## config.mk

```make
export PLATFORM = sky130hd
export DESIGN_NAME = input_conditioner
export DESIGN_NICKNAME = d
export VERILOG_FILES = /design/src/rtl/input_conditioner.sv
export SDC_FILE = /design/constraint.sdc
export NUM_CORES = 1
export LEC_CHECK = 0
export CAP_MARGIN = 30
export CORE_AREA = 4 4 50 69
export CTS_CLUSTER_DIAMETER = 50
export DETAILED_ROUTE_END_ITERATION = 8
export DIE_AREA = 0 0 54 73
export PLACE_DENSITY = 0.7
export SLEW_MARGIN = 25
export SYNTH_ARGS = -nofsm -noshare
export SYNTH_HDL_FRONTEND = slang
export SYNTH_SLANG_ARGS = --single-unit
```

## constraint.sdc

```tcl
create_clock -name clk -period 1.1 [get_ports clk]
set_input_delay 0.22 -clock clk [delete_from_list [all_inputs] [get_ports clk]]
set_output_delay 0.22 -clock clk [all_outputs]
set_load 0.02 [all_outputs]
```

## src/rtl/input_conditioner.sv

```systemverilog
// Multi-channel input conditioner: per-channel synchronizer chain, debounce
// counter, registered stable level and one-cycle rise/fall pulses.
module input_conditioner #(
    parameter int unsigned WIDTH           = 4,
    parameter int unsigned SYNC_STAGES     = 2,
    parameter int unsigned DEBOUNCE_CYCLES = 4
) (
    input  logic             clk,
    input  logic             reset,
    input  logic [WIDTH-1:0] in,
    output logic [WIDTH-1:0] sync_out,
    output logic [WIDTH-1:0] stable_out,
    output logic [WIDTH-1:0] rise,
    output logic [WIDTH-1:0] fall,
    output logic             any_stable
);

    localparam int unsigned CNT_W = $clog2(DEBOUNCE_CYCLES + 1);
    localparam logic [CNT_W-1:0] CNT_LAST = CNT_W'(DEBOUNCE_CYCLES - 1);

    logic [WIDTH-1:0] sync_q [SYNC_STAGES];

    // Synchronizer chain: stage 0 samples the raw inputs, last stage is sync_out.
    always_ff @(posedge clk) begin
        if (reset) begin
            for (int unsigned s = 0; s < SYNC_STAGES; s++) begin
                sync_q[s] <= '0;
            end
        end else begin
            sync_q[0] <= in;
            for (int unsigned s = 1; s < SYNC_STAGES; s++) begin
                sync_q[s] <= sync_q[s-1];
            end
        end
    end

    assign sync_out = sync_q[SYNC_STAGES-1];

    for (genvar i = 0; i < int'(WIDTH); i++) begin : g_chan
        logic [CNT_W-1:0] cnt;
        logic             stable_q;
        logic             rise_q;
        logic             fall_q;

        // Debounce: count consecutive mismatch cycles, accept on the last one;
        // any return to the stable level restarts the count from zero.
        always_ff @(posedge clk) begin
            if (reset) begin
                cnt      <= '0;
                stable_q <= 1'b0;
                rise_q   <= 1'b0;
                fall_q   <= 1'b0;
            end else begin
                rise_q <= 1'b0;
                fall_q <= 1'b0;
                if (sync_out[i] == stable_q) begin
                    cnt <= '0;
                end else if (cnt == CNT_LAST) begin
                    cnt      <= '0;
                    stable_q <= sync_out[i];
                    rise_q   <= sync_out[i];
                    fall_q   <= ~sync_out[i];
                end else begin
                    cnt <= cnt + CNT_W'(1);
                end
            end
        end

        assign stable_out[i] = stable_q;
        assign rise[i]       = rise_q;
        assign fall[i]       = fall_q;
    end

    assign any_stable = |stable_out;

endmodule

```

==> metrics.md, run 1 <==
| Metric | Value |
|---|---|
| Pwr/cell area | 1230 mW/mm2 |
| Post-Synth XOR/XNOR Area | 2.85% |
| Syn Nets | 118 |
| Leakage power | 0.624 nW |
| Hold WC Path Type | reg -> reg |
| Multiplexer area fraction after synthesis | 3.25% |
| Hpwl dp | 1330 um |
| First-pass GRT wire length | 3480 um |
| Core area | 0.00285 mm2 |
| Endpoints failing setup | 1 |
| Sequential power share | 53.6% |
| Die ar. | 0.00394 mm2 |
| Failing checks | setup timing |
| Total wire length | 2300 um |
| DR pass1 iterations | 3 |
| Total gr overflow | 0 |
| ANT cells | 0 |
| Arrival @ worst endpoint | 1.26 ns |
| Worst Skew | 0.00163 ns |
| FF/Latch Area | 654 um2 |
| Share of cells above drive strength 1 | 55.8% |
| Clock Latency Late Sink | 0.28 ns |
| Fmax | 0.678 GHz |
| Register area share after synthesis | 52.0% |
| Total GRT Usage | 12.7% |
| Seq cells post-synth | 32 |
| NumNets Final | 142 |
| Rel. slew slack | 70.9% |
| Mapped Cells | 104 |
| CTS tree | yes |
| Syn_area_per_cell | 11.8 um2 |
| Cell Area, Placed | 0.00145 mm2 |
| Minimum clock period | 1.48 ns |
| H-tree levels | 2 |
| Routed wire per std cell | 13.8 um |
| Multi-input gate area | 676 um2 |
| Count of cell types in the netlist | 14 |
| Crit share post-route | 134% |
| Psw | 0.467 mW |
| Min Hold Slack | 0.404 ns |
| Synth Area in Compound Gates | 0% |
| Switch share | 21.2% |
| Worst VDD drop | 941 uV |
| Max cap viols | 0 |
| Final WS setup | -0.376 ns |
| Clock Tree Buf Depth | 2 |
| RSZ-0062 raised after global routing | yes |
| CP Launch Type | flop |
| Clk slew on worst S/H paths | 0.06 ns |
| Num ports | 23 |
| Post-Syn Area | 0.00123 mm2 |
| Crit. End Element | output port |
| Synth Area in Adders | 8.13% |
| Layout Cells excl Fill | 166 |
| Total Power | 2.21 mW |
| DP Cell Count | 155 |
| Port bufs | 22 |
| Die width | 54 um |
| Status | finished, violations left |
| Clock sinks | 32 |
| Dpl ws | -0.484 ns |
| Final Cell Area | 0.00180 mm2 |
| Chip Height | 73 um |
| Fill count | 210 |
| Initial antenna violation count | 0 |
| Initial DRC Count | 14 |
| Final Wtd Congestion | 0.663 |
| Internal power | 1.74 mW |
| Logic pwr share | 5.4% |
| FP Rows | 23 |
| Largest family of logic cells by synthesized area | simple AND/OR/NAND/NOR gates |
| Clock Power Share | 41.0% |
| Vias per cell | 4.84 |
| Crit path required time | 0.88 ns |
| Initial Utilization | 43.2% |
| Slew Limit Fails | 0 |
| Post-DRT Antenna Nets | 0 |
| Synth Area in Simple Gates | 21.5% |
| Worst-path fanout max | 2 |
| Clock root buffer | clkbuf_8 |
| Vias | 804 |
| Largest net degree at the start of global routing | 15 |
| Final hold vios | 0 |
| Drc violations | 0 |
| CTS buffer count | 5 |
| Number of global-route vias before repair | 796 |
| Area grow syn2layout | 45.8% |
| CP Class | reg -> out |
| Slew @ Worst Pin | 0.433 ns |
| Ys Warns | 0 |
state kept, by name, summed over array words and instances, names as in the netlist:
| register | cells |
|---|---|
| sync_q | 8 |
| g_chan.stable_q | 4 |
| g_chan.fall_q | 4 |
| g_chan.rise_q | 4 |
| g_chan.cnt | 12 |
cell usage in the layout (no fill, tap or decap), drive strengths merged:
master,count
and4bb,1
buf,25
clkbuf,9
clkdlybuf4s15,5
clkdlybuf4s50,5
dfxtp,32
ha,8
inv,4
mux2i,4
nor2,4
nor2b,8
nor4,8
nor4b,4
nor4bb,7
or4,1
xnor2,4
critical path, stage by stage, from the launching register on:
cell and delay (ns):
dfxtp_1 0.31, or4_4 0.52, buf_6 0.15
Yosys cell counts:
cell type / number / area (um2)
mux2i_1: 4 / 40.0
and4bb_1: 1 / 12.5
nor4_1: 8 / 50.1
nor4bb_1: 7 / 70.1
or4_1: 1 / 7.51
inv_1: 4 / 15.0
buf_4: 16 / 120
nor2b_1: 8 / 50.1
dfxtp_1: 32 / 641
nor4b_2: 4 / 60.1
ha_1: 8 / 100
buf_2: 3 / 15.0
xnor2_1: 4 / 35.0
nor2_1: 4 / 15.0
metal layers:
metal  vias up  global-route usage, %  part of all wire [%]
met4         0                   7.48                   2.7
met1       380                   12.1                    41
met3         5                   6.95                   7.1
met5         -                      0                     0
met2        24                   20.9                    49
li1        395                      -                     -
metrics by stage:
step	utilization, %	TNS [ns]
after detailed placement	50.9	-4.65
after CTS	56.5	-0.410
after global routing	63.0	-0.584
after floorplan	-	-0.0133
after global placement	50.9	-4.19
final	63.0	-0.376
kinds of logic (layout without fill, tap and decap cells):
family                   count (synthesis)  after routing
adder cells (fa/ha/maj)                  8              8
XOR/XNOR                                 4              4
buffers and inverters                   23             48
AND/OR/NAND/NOR                         33             33
multiplexers                             4              4
flip-flops                              32             32
power groups by stage:
stage | logic, mW | registers (mW) | clock network [mW]
6_report | 0.119 | 1.18 | 0.906
5_1_grt | 0.129 | 1.19 | 0.999
4_1_cts | 0.101 | 1.18 | 0.935
3_5_place_dp | 0.102 | 1.21 | 0
3_3_place_gp | 0.0993 | 1.21 | 0
2_1_floorplan | 0.0558 | 1.21 | 0
cell type report:
cell class	count	area share, %
flip-flops and latches	32	36.4
repair buffers	36	17.5
inverters	4	0.836
clock buffers	8	5.02
well taps	37	2.58
multi-input cells	49	37.6
repair_timing:
action                                  CTS  global route
gates resized for setup                  84            35
endpoints found under the setup margin   40            30
hold buffers                              0             0
buffers inserted                          0             3
pin swaps                                 3             6
path summary, 6_finish.rpt:
kind / slack [ns] / cells after the start / endpoint / start
worst max-delay path: -0.38 / 2 / any_stable / g_chan[1].stable_q
worst min-delay path: 0.40 / 1 / g_chan[1].cnt[0] / g_chan[1].cnt[0]
worst max register to register: 0.03 / 4 / g_chan[0].stable_q / g_chan[0].cnt[0]
worst min register to register: 0.40 / 1 / g_chan[1].cnt[0] / g_chan[1].cnt[0]
Note: power is estimated with default switching activity, not from simulation.
==> run 2, diff against run 1 <==
--- a/config.mk
+++ b/config.mk
@@ -6,11 +6,11 @@
 export NUM_CORES = 1
 export LEC_CHECK = 0
 export CAP_MARGIN = 30
-export CORE_AREA = 4 4 50 69
+export CORE_AREA = 4 4 50 70
 export CTS_CLUSTER_DIAMETER = 50
 export DETAILED_ROUTE_END_ITERATION = 8
-export DIE_AREA = 0 0 54 73
-export PLACE_DENSITY = 0.7
+export DIE_AREA = 0 0 54 74
+export PLACE_DENSITY = 0.69
 export SLEW_MARGIN = 25
 export SYNTH_ARGS = -nofsm -noshare
 export SYNTH_HDL_FRONTEND = slang
==> run 2 against run 1 <==
The run still ends with setup timing left. Design area grew 0.21%. Die area grew 1.4%. Maximum frequency shrank 0.62%. Via count shrank 0.37%. Critical path type unchanged. Critical endpoint unchanged.
==> metrics.md, run 2 (synthesized netlist as in run 1, its figures left out) <==
| Metric | Value |
|---|---|
| CP max-delay cell | or4_4 (unchanged) |
| Clk slew on worst S/H paths | 0.07 ns (was 0.06 ns) |
| Worst VDD drop | 1050 uV (was 941 uV) |
| Minimum clock period | 1.48 ns (about the same) |
| Port bufs | 22 (unchanged) |
| Max reg flops | 12 (unchanged) |
| Status | finished, violations left (unchanged) |
| Clock sinks | 32 (unchanged) |
| NumNets Final | 140 (was 142) |
| Die width | 54 um (unchanged) |
| Drc violations | 0 (unchanged) |
| Routed wire per std cell | 14.2 um (was 13.8 um) |
| Crit. End Element | output port (unchanged) |
| Vias | 801 (was 804) |
| Most frequent cells in the layout | dfxtp_1, buf_4, nor2b_1, dfxtp_2, buf_6 (unchanged) |
| Psw | 0.510 mW (was 0.467 mW) |
| Total gr overflow | 0 (unchanged) |
| Crit share post-route | 135% (was 134%) |
| Total wire length | 2320 um (was 2300 um) |
| CTS tree | yes (unchanged) |
| Arrival @ worst endpoint | 1.26 ns (about the same) |
| Die ar. | 0.00400 mm2 (was 0.00394 mm2) |
| Largest net degree at the start of global routing | 28 (was 15) |
| Num ports | 23 (unchanged) |
| Worst Path Buf+Inv | 1 (unchanged) |
| Internal power | 1.91 mW (was 1.74 mW) |
| CTS buffer count | 5 (unchanged) |
| Largest regs | g_chan.cnt x12, sync_q x8 (unchanged) |
| Cell Area, Placed | 0.00146 mm2 (was 0.00145 mm2) |
| Top delay family on crit path | simple AND/OR/NAND/NOR gates (unchanged) |
| CP max stage delay | 0.53 ns (was 0.52 ns) |
| Clock Power Share | 45.9% (was 41.0%) |
| Switch share | 21.1% (was 21.2%) |
| Chip Height | 74 um (was 73 um) |
| Top reg by flops | g_chan.cnt (unchanged) |
| Area grow syn2layout | 46.1% (was 45.8%) |
| Slew @ Worst Pin | 0.362 ns (was 0.433 ns) |
| Leakage power | 0.626 nW (was 0.624 nW) |
| DR pass1 iterations | 2 (was 3) |
| Failing checks | setup timing (unchanged) |
| Worst Skew | 0.00568 ns (was 0.00163 ns) |
| Max cap viols | 0 (unchanged) |
| # hold bufs at CTS | 0 (unchanged) |
| Sequential power share | 49.0% (was 53.6%) |
| Final hold vios | 0 (unchanged) |
| Hold WC Path Type | reg -> reg (unchanged) |
| Clock Latency Late Sink | 0.28 ns (about the same) |
| Setup TNS | -0.419 ns (was -0.376 ns) |
| ANT cells | 0 (unchanged) |
| Crit-path cells | or4_4 > buf_6 (unchanged) |
| Post-DRT Antenna Nets | 0 (unchanged) |
| Pwr/cell area | 1340 mW/mm2 (was 1230 mW/mm2) |
| Vias per cell | 4.88 (was 4.84) |
| Slew Limit Fails | 0 (unchanged) |
| Core area | 0.00285 mm2 (unchanged) |
| Worst-path fanout max | 2 (unchanged) |
| Rel. slew slack | 75.7% (was 70.9%) |
| Total GRT Usage | 13.0% (was 12.7%) |
| Crit path required time | 0.88 ns (about the same) |
| Share of cells above drive strength 1 | 55.1% (was 55.8%) |
| Initial antenna violation count | 0 (unchanged) |
| FP Rows | 23 (unchanged) |
| H-tree levels | 2 (unchanged) |
| Final WS setup | -0.385 ns (was -0.376 ns) |
| Total Power | 2.42 mW (was 2.21 mW) |
| RSZ-0062 raised after global routing | yes (unchanged) |
| Logic pwr share | 5.1% (was 5.4%) |
| Initial Utilization | 43.2% (unchanged) |
| Final Cell Area | 0.00180 mm2 (about the same) |
| CP Launch Type | flop (unchanged) |
| Clock Tree Buf Depth | 2 (unchanged) |
| First-pass GRT wire length | 3610 um (was 3480 um) |
| Initial DRC Count | 22 (was 14) |
| CP Class | reg -> out (unchanged) |
| Final Wtd Congestion | 0.657 (was 0.663) |
| Clock root buffer | clkbuf_8 (unchanged) |
| Fmax | 0.673 GHz (was 0.678 GHz) |
| Number of global-route vias before repair | 825 (was 796) |
| Most common cell after layout, fill and taps aside | dfxtp_1 (unchanged) |
| Endpoints failing setup | 3 (was 1) |
-- run 2: power by group through the flow --
| stage | registers (mW) | clock network (mW) | logic (mW) |
|---|---|---|---|
| after floorplan | 1.21 | 0 | 0.0558 |
| after global placement | 1.21 | 0 | 0.102 |
| after detailed placement | 1.21 | 0 | 0.105 |
| after CTS | 1.18 | 1.13 | 0.104 |
| after global routing | 1.19 | 1.19 | 0.133 |
| final | 1.19 | 1.11 | 0.123 |
-- run 2: path summary, 6_finish.rpt --
check / start / to / slack, ns / cells after the start
worst min register to register: g_chan[3].cnt[0] / g_chan[3].cnt[0] / 0.42 / 1
worst max-delay path: g_chan[1].stable_q / any_stable / -0.38 / 2
worst min-delay path: g_chan[3].cnt[0] / g_chan[3].cnt[0] / 0.42 / 1
worst max register to register: g_chan[3].cnt[0] / g_chan[3].stable_q / 0 / 4
-- run 2: per-stage QoR --
| step | setup slack, ns | std cells | hold WS [ns] | util [%] |
|---|---|---|---|---|
| after floorplan | -0.0133 | 104 | 0.298 | - |
| after global placement | -0.473 | 154 | 0.412 | 51.1 |
| after detailed placement | -0.489 | 154 | 0.423 | 51.1 |
| after CTS | -0.393 | 162 | 0.433 | 57.8 |
| after global routing | -0.413 | 164 | 0.424 | 63.2 |
| final | -0.385 | 164 | 0.419 | 63.2 |
-- run 2: what timing repair did --
item,4_1_cts,5_1_grt
pin swaps,1,10
buffers inserted,2,3
setup endpoints to repair,40,26
resized for setup,86,29
-- run 2: layout make-up --
| cell class | instances | area [um2] |
|---|---|---|
| fill | 211 | 1050 |
| multi-input combinational | 49 | 662 |
| sequential | 32 | 651 |
| timing repair buffer | 34 | 314 |
| clock buffer | 5 | 68.8 |
| tap | 37 | 46.3 |
| clock inverter | 3 | 42.5 |
| inverter | 4 | 15.0 |
-- run 2: layer usage --
metal | GRT usage (%) | up-vias | part of all wire, %
met1 | 13.8 | 381 | 40
met4 | 9.14 | 0 | 2.8
met3 | 4.61 | 7 | 4.6
met5 | 0 | - | 0
li1 | - | 388 | -
met2 | 20.9 | 25 | 52
==> run 3, diff against run 2 <==
--- a/config.mk
+++ b/config.mk
@@ -5,12 +5,13 @@
 export SDC_FILE = /design/constraint.sdc
 export NUM_CORES = 1
 export LEC_CHECK = 0
+export ABC_AREA = 1
 export CAP_MARGIN = 30
-export CORE_AREA = 4 4 50 70
-export CTS_CLUSTER_DIAMETER = 50
+export CORE_AREA = 4 4 51 71
+export CTS_CLUSTER_DIAMETER = 80
 export DETAILED_ROUTE_END_ITERATION = 8
-export DIE_AREA = 0 0 54 74
-export PLACE_DENSITY = 0.69
+export DIE_AREA = 0 0 55 75
+export PLACE_DENSITY = 0.68
 export SLEW_MARGIN = 25
 export SYNTH_ARGS = -nofsm -noshare
 export SYNTH_HDL_FRONTEND = slang
==> constraint.sdc (replaced) <==
create_clock -name clk -period 1.1 [get_ports clk]
set_input_delay 0.11 -clock clk [delete_from_list [all_inputs] [get_ports clk]]
set_output_delay 0.11 -clock clk [all_outputs]
set_load 0.02 [all_outputs]
==> run 3 against run 2 <==
The flow now finishes without violations. Global-route usage is 1.3 points lower. Power is 2.7% lower. Final cell count is 28% higher. Design area is 3.4% lower. Critical endpoint is now g_chan[1].cnt[1]. Largest power group unchanged. Highest routed layer unchanged.
==> metrics.md, run 3 <==
| Metric | Value |
|---|---|
| Vias | 911 (was 801) |
| Total Power | 2.35 mW (was 2.42 mW) |
| CP max-delay cell | dfxtp_1 (was or4_4) |
| Most frequent cells in the layout | dfxtp_1, inv_1, nor2_1, buf_4, dlygate4sd2_1 (was dfxtp_1, buf_4, nor2b_1, dfxtp_2, buf_6) |
| Final Cell Area | 0.00174 mm2 (was 0.00180 mm2) |
| Reg-to-reg slack, setup | 0.04 ns (was 0 ns) |
| Multiplexer area fraction after synthesis | 0% (was 3.25%) |
| Crit path required time | 1.32 ns (was 0.88 ns) |
| Drc violations | 0 (unchanged) |
| Clock sinks | 32 (unchanged) |
| Worst-path fanout max | 3 (was 2) |
| Syn Nets | 154 (was 118) |
| Chip Height | 75 um (was 74 um) |
| Max reg flops | 12 (unchanged) |
| Top cell type's share of synthesized area | 50.3% (was 52.0%) |
| Final hold vios | 0 (unchanged) |
| Hold path depth | 3 (was 1) |
| Endpoints failing setup | 0 (was 3) |
| Share of cells above drive strength 1 | 33.9% (was 55.1%) |
| Worst Path Buf+Inv | 1 (unchanged) |
| Ys async rst share | 0% (unchanged) |
| H-tree levels | 2 (unchanged) |
| Clk slew on worst S/H paths | 0.06 ns (was 0.07 ns) |
| Clock root buffer | clkbuf_8 (unchanged) |
| Ys Warns | 0 (unchanged) |
| CP max stage delay | 0.31 ns (was 0.53 ns) |
| Area grow syn2layout | 36.4% (was 46.1%) |
| Routed wire per std cell | 10.2 um (was 14.2 um) |
| Register area share after synthesis | 50.3% (was 52.0%) |
| RSZ-0062 raised after global routing | yes (unchanged) |
| Synth Area in Simple Gates | 18.2% (was 21.5%) |
| Largest area contributor in the netlist | dfxtp_1 (unchanged) |
| Core area | 0.00303 mm2 (was 0.00285 mm2) |
| Worst VDD drop | 798 uV (was 1050 uV) |
| Initial antenna violation count | 0 (unchanged) |
| Count of cell types in the netlist | 16 (was 14) |
| # hold bufs at CTS | 0 (unchanged) |
| Max cap viols | 0 (unchanged) |
| Crit-path cells | ha_2 > ha_4 > inv_2 > nand4_4 > nor2_2 (was or4_4 > buf_6) |
| Seq cells post-synth | 32 (unchanged) |
| Min Hold Slack | 0.343 ns (was 0.419 ns) |
| Die ar. | 0.00413 mm2 (was 0.00400 mm2) |
| Top reg by flops | g_chan.cnt (unchanged) |
| Synth Area in Compound Gates | 3.14% (was 0%) |
| Largest family of logic cells by synthesized area | buffers and inverters (was simple AND/OR/NAND/NOR gates) |
| Top delay family on crit path | adder cells (was simple AND/OR/NAND/NOR gates) |
| CTS tree | yes (unchanged) |
| Cell Area, Placed | 0.00152 mm2 (was 0.00146 mm2) |
| Arrival @ worst endpoint | 1.28 ns (was 1.26 ns) |
| ANT cells | 0 (unchanged) |
| FP Rows | 24 (was 23) |
| NumNets Final | 184 (was 140) |
| CP Class | reg -> reg (was reg -> out) |
| Status | finished clean (was finished, violations left) |
| Path depth of the worst reg2reg path | 5 (was 4) |
| Most common cell after layout, fill and taps aside | dfxtp_1 (unchanged) |
| First-pass GRT wire length | 3340 um (was 3610 um) |
| Final Wtd Congestion | 0.697 (was 0.657) |
| Largest regs | g_chan.cnt x12, sync_q x8 (unchanged) |
| Fmax | 0.939 GHz (was 0.673 GHz) |
| Crit. End Element | flop (was output port) |
| Initial DRC Count | 13 (was 22) |
| CP Launch Type | flop (unchanged) |
| Number of global-route vias before repair | 895 (was 825) |
| DP Cell Count | 200 (was 154) |
| CTS buffer count | 5 (unchanged) |
| Die width | 55 um (was 54 um) |
| Post-synth EDFFs | 0 (unchanged) |
| Num ports | 23 (unchanged) |
| Syn_area_per_cell | 9.10 um2 (was 11.8 um2) |
| Rel. slew slack | 84.2% (was 75.7%) |
| Mapped Cells | 140 (was 104) |
| Worst Skew | 0.00356 ns (was 0.00568 ns) |
| Total GRT Usage | 11.7% (was 13.0%) |
| Pwr/cell area | 1350 mW/mm2 (was 1340 mW/mm2) |
| Hold_sp | in[1] (was g_chan[3].cnt[0]) |
| Initial Utilization | 42.0% (was 43.2%) |
| Clock Latency Late Sink | 0.27 ns (was 0.28 ns) |
| Minimum clock period | 1.06 ns (was 1.48 ns) |
| Leakage power | 0.766 nW (was 0.626 nW) |
| Most numerous cell in the Yosys netlist | dfxtp_1 (unchanged) |
| Layout Cells excl Fill | 210 (was 164) |
| Post-Synth XOR/XNOR Area | 0% (was 2.85%) |
| Synth Area in Adders | 7.86% (was 8.13%) |
| Hold WC Path Type | in -> reg (was reg -> reg) |
| Total wire length | 2150 um (was 2320 um) |
| Post-synth top cells | dfxtp_1, inv_1, nor2_1 (was dfxtp_1, buf_4, ha_1, nor2b_1, nor4_1) |
| Top FF cell, synth | dfxtp_1 (unchanged) |
| Hold endpoint | sync_q[0][1] (was g_chan[3].cnt[0]) |
| Hpwl dp | 1570 um |
| Crit share post-route | 96.8% (was 135%) |
| DR pass1 iterations | 4 (was 2) |
| Port bufs | 22 (unchanged) |
| Most area-consuming cells after synthesis | dfxtp_1, buf_4, inv_1 (was dfxtp_1, buf_4, ha_1) |
| Slew Limit Fails | 0 (unchanged) |
| Vias per cell | 4.34 (was 4.88) |
| Clock Tree Buf Depth | 2 (unchanged) |
| Total gr overflow | 0 (unchanged) |
| Slew @ Worst Pin | 0.237 ns (was 0.362 ns) |
| Largest net degree at the start of global routing | 13 (was 28) |
| Post-Syn Area | 0.00127 mm2 (was 0.00123 mm2) |
| Crit Reg-Reg Endpoint | g_chan[1].cnt[1] (was g_chan[3].stable_q) |
| Post-DRT Antenna Nets | 0 (unchanged) |
| Worst r2r src | g_chan[1].cnt[0] (was g_chan[3].cnt[0]) |
run 3: cells by family after synthesis:
family / count (synthesis)
buf+inv: 47
simple gates: 45
flops: 32
compound gates: 8
fa+ha+maj: 8
run 3: through the flow:
stage	util, %	setup TNS [ns]	worst slack [ns]
5_1_grt	57.3	-0.0529	-0.0280
3_5_place_dp	50.1	-1.48	-0.109
4_1_cts	53.8	0	0.00128
3_3_place_gp	50.1	-0.985	-0.0782
2_1_floorplan	-	0	0.0736
6_report	57.3	0	0.0354
run 3: what timing repair did:
item                                    4_1_cts  5_1_grt
buffers inserted                              0        2
endpoints found under the setup margin       32       26
resized for setup                            36       26
pin swaps                                     4       11
run 3: how the worst max path moves through the flow:
stage | cells past startpoint | start | slack [ns] | to
5_1_grt | 5 | g_chan[1].cnt[0] | -0.03 | g_chan[1].cnt[1]
4_1_cts | 2 | g_chan[2].stable_q | 0.001 | stable_out[2]
2_1_floorplan | 5 | g_chan[2].cnt[0] | 0.07 | g_chan[2].cnt[0]
3_5_place_dp | 4 | reset | -0.11 | g_chan[2].cnt[2]
3_3_place_gp | 4 | reset | -0.08 | g_chan[0].cnt[1]
6_report | 5 | g_chan[1].cnt[0] | 0.04 | g_chan[1].cnt[1]
run 3: area by class of cell:
cell class / instances / area, um2
Multi-Input combinational cell: 61 / 495
Timing Repair Buffer: 41 / 330
Fill cell: 270 / 1290
Sequential cell: 32 / 646
Tap cell: 39 / 48.8
Inverter: 29 / 110
Clock buffer: 6 / 72.6
Clock inverter: 2 / 35.0
run 3: tightest hold or removal path: stages:
cell and delay, ns:
clkdlybuf4s50_1 0.39, inv_1 0.05, nor2_1 0.03
run 3: routing by layer:
metal	share of wire [%]	vias up	global-route usage, %	wire length (um)
met4	1.1	0	6.49	24
met5	0	-	0	0
met3	7.5	4	5.54	161
li1	-	469	-	-
met1	32	411	10.1	687
met2	59	27	21.1	1280
run 3: power breakdown:
| group | internal [mW] | switching [mW] | total (mW) |
|---|---|---|---|
| clock | 0.671 | 0.393 | 1.06 |
| sequential | 1.18 | 0.00913 | 1.19 |
| combinational | 0.0471 | 0.0537 | 0.101 |
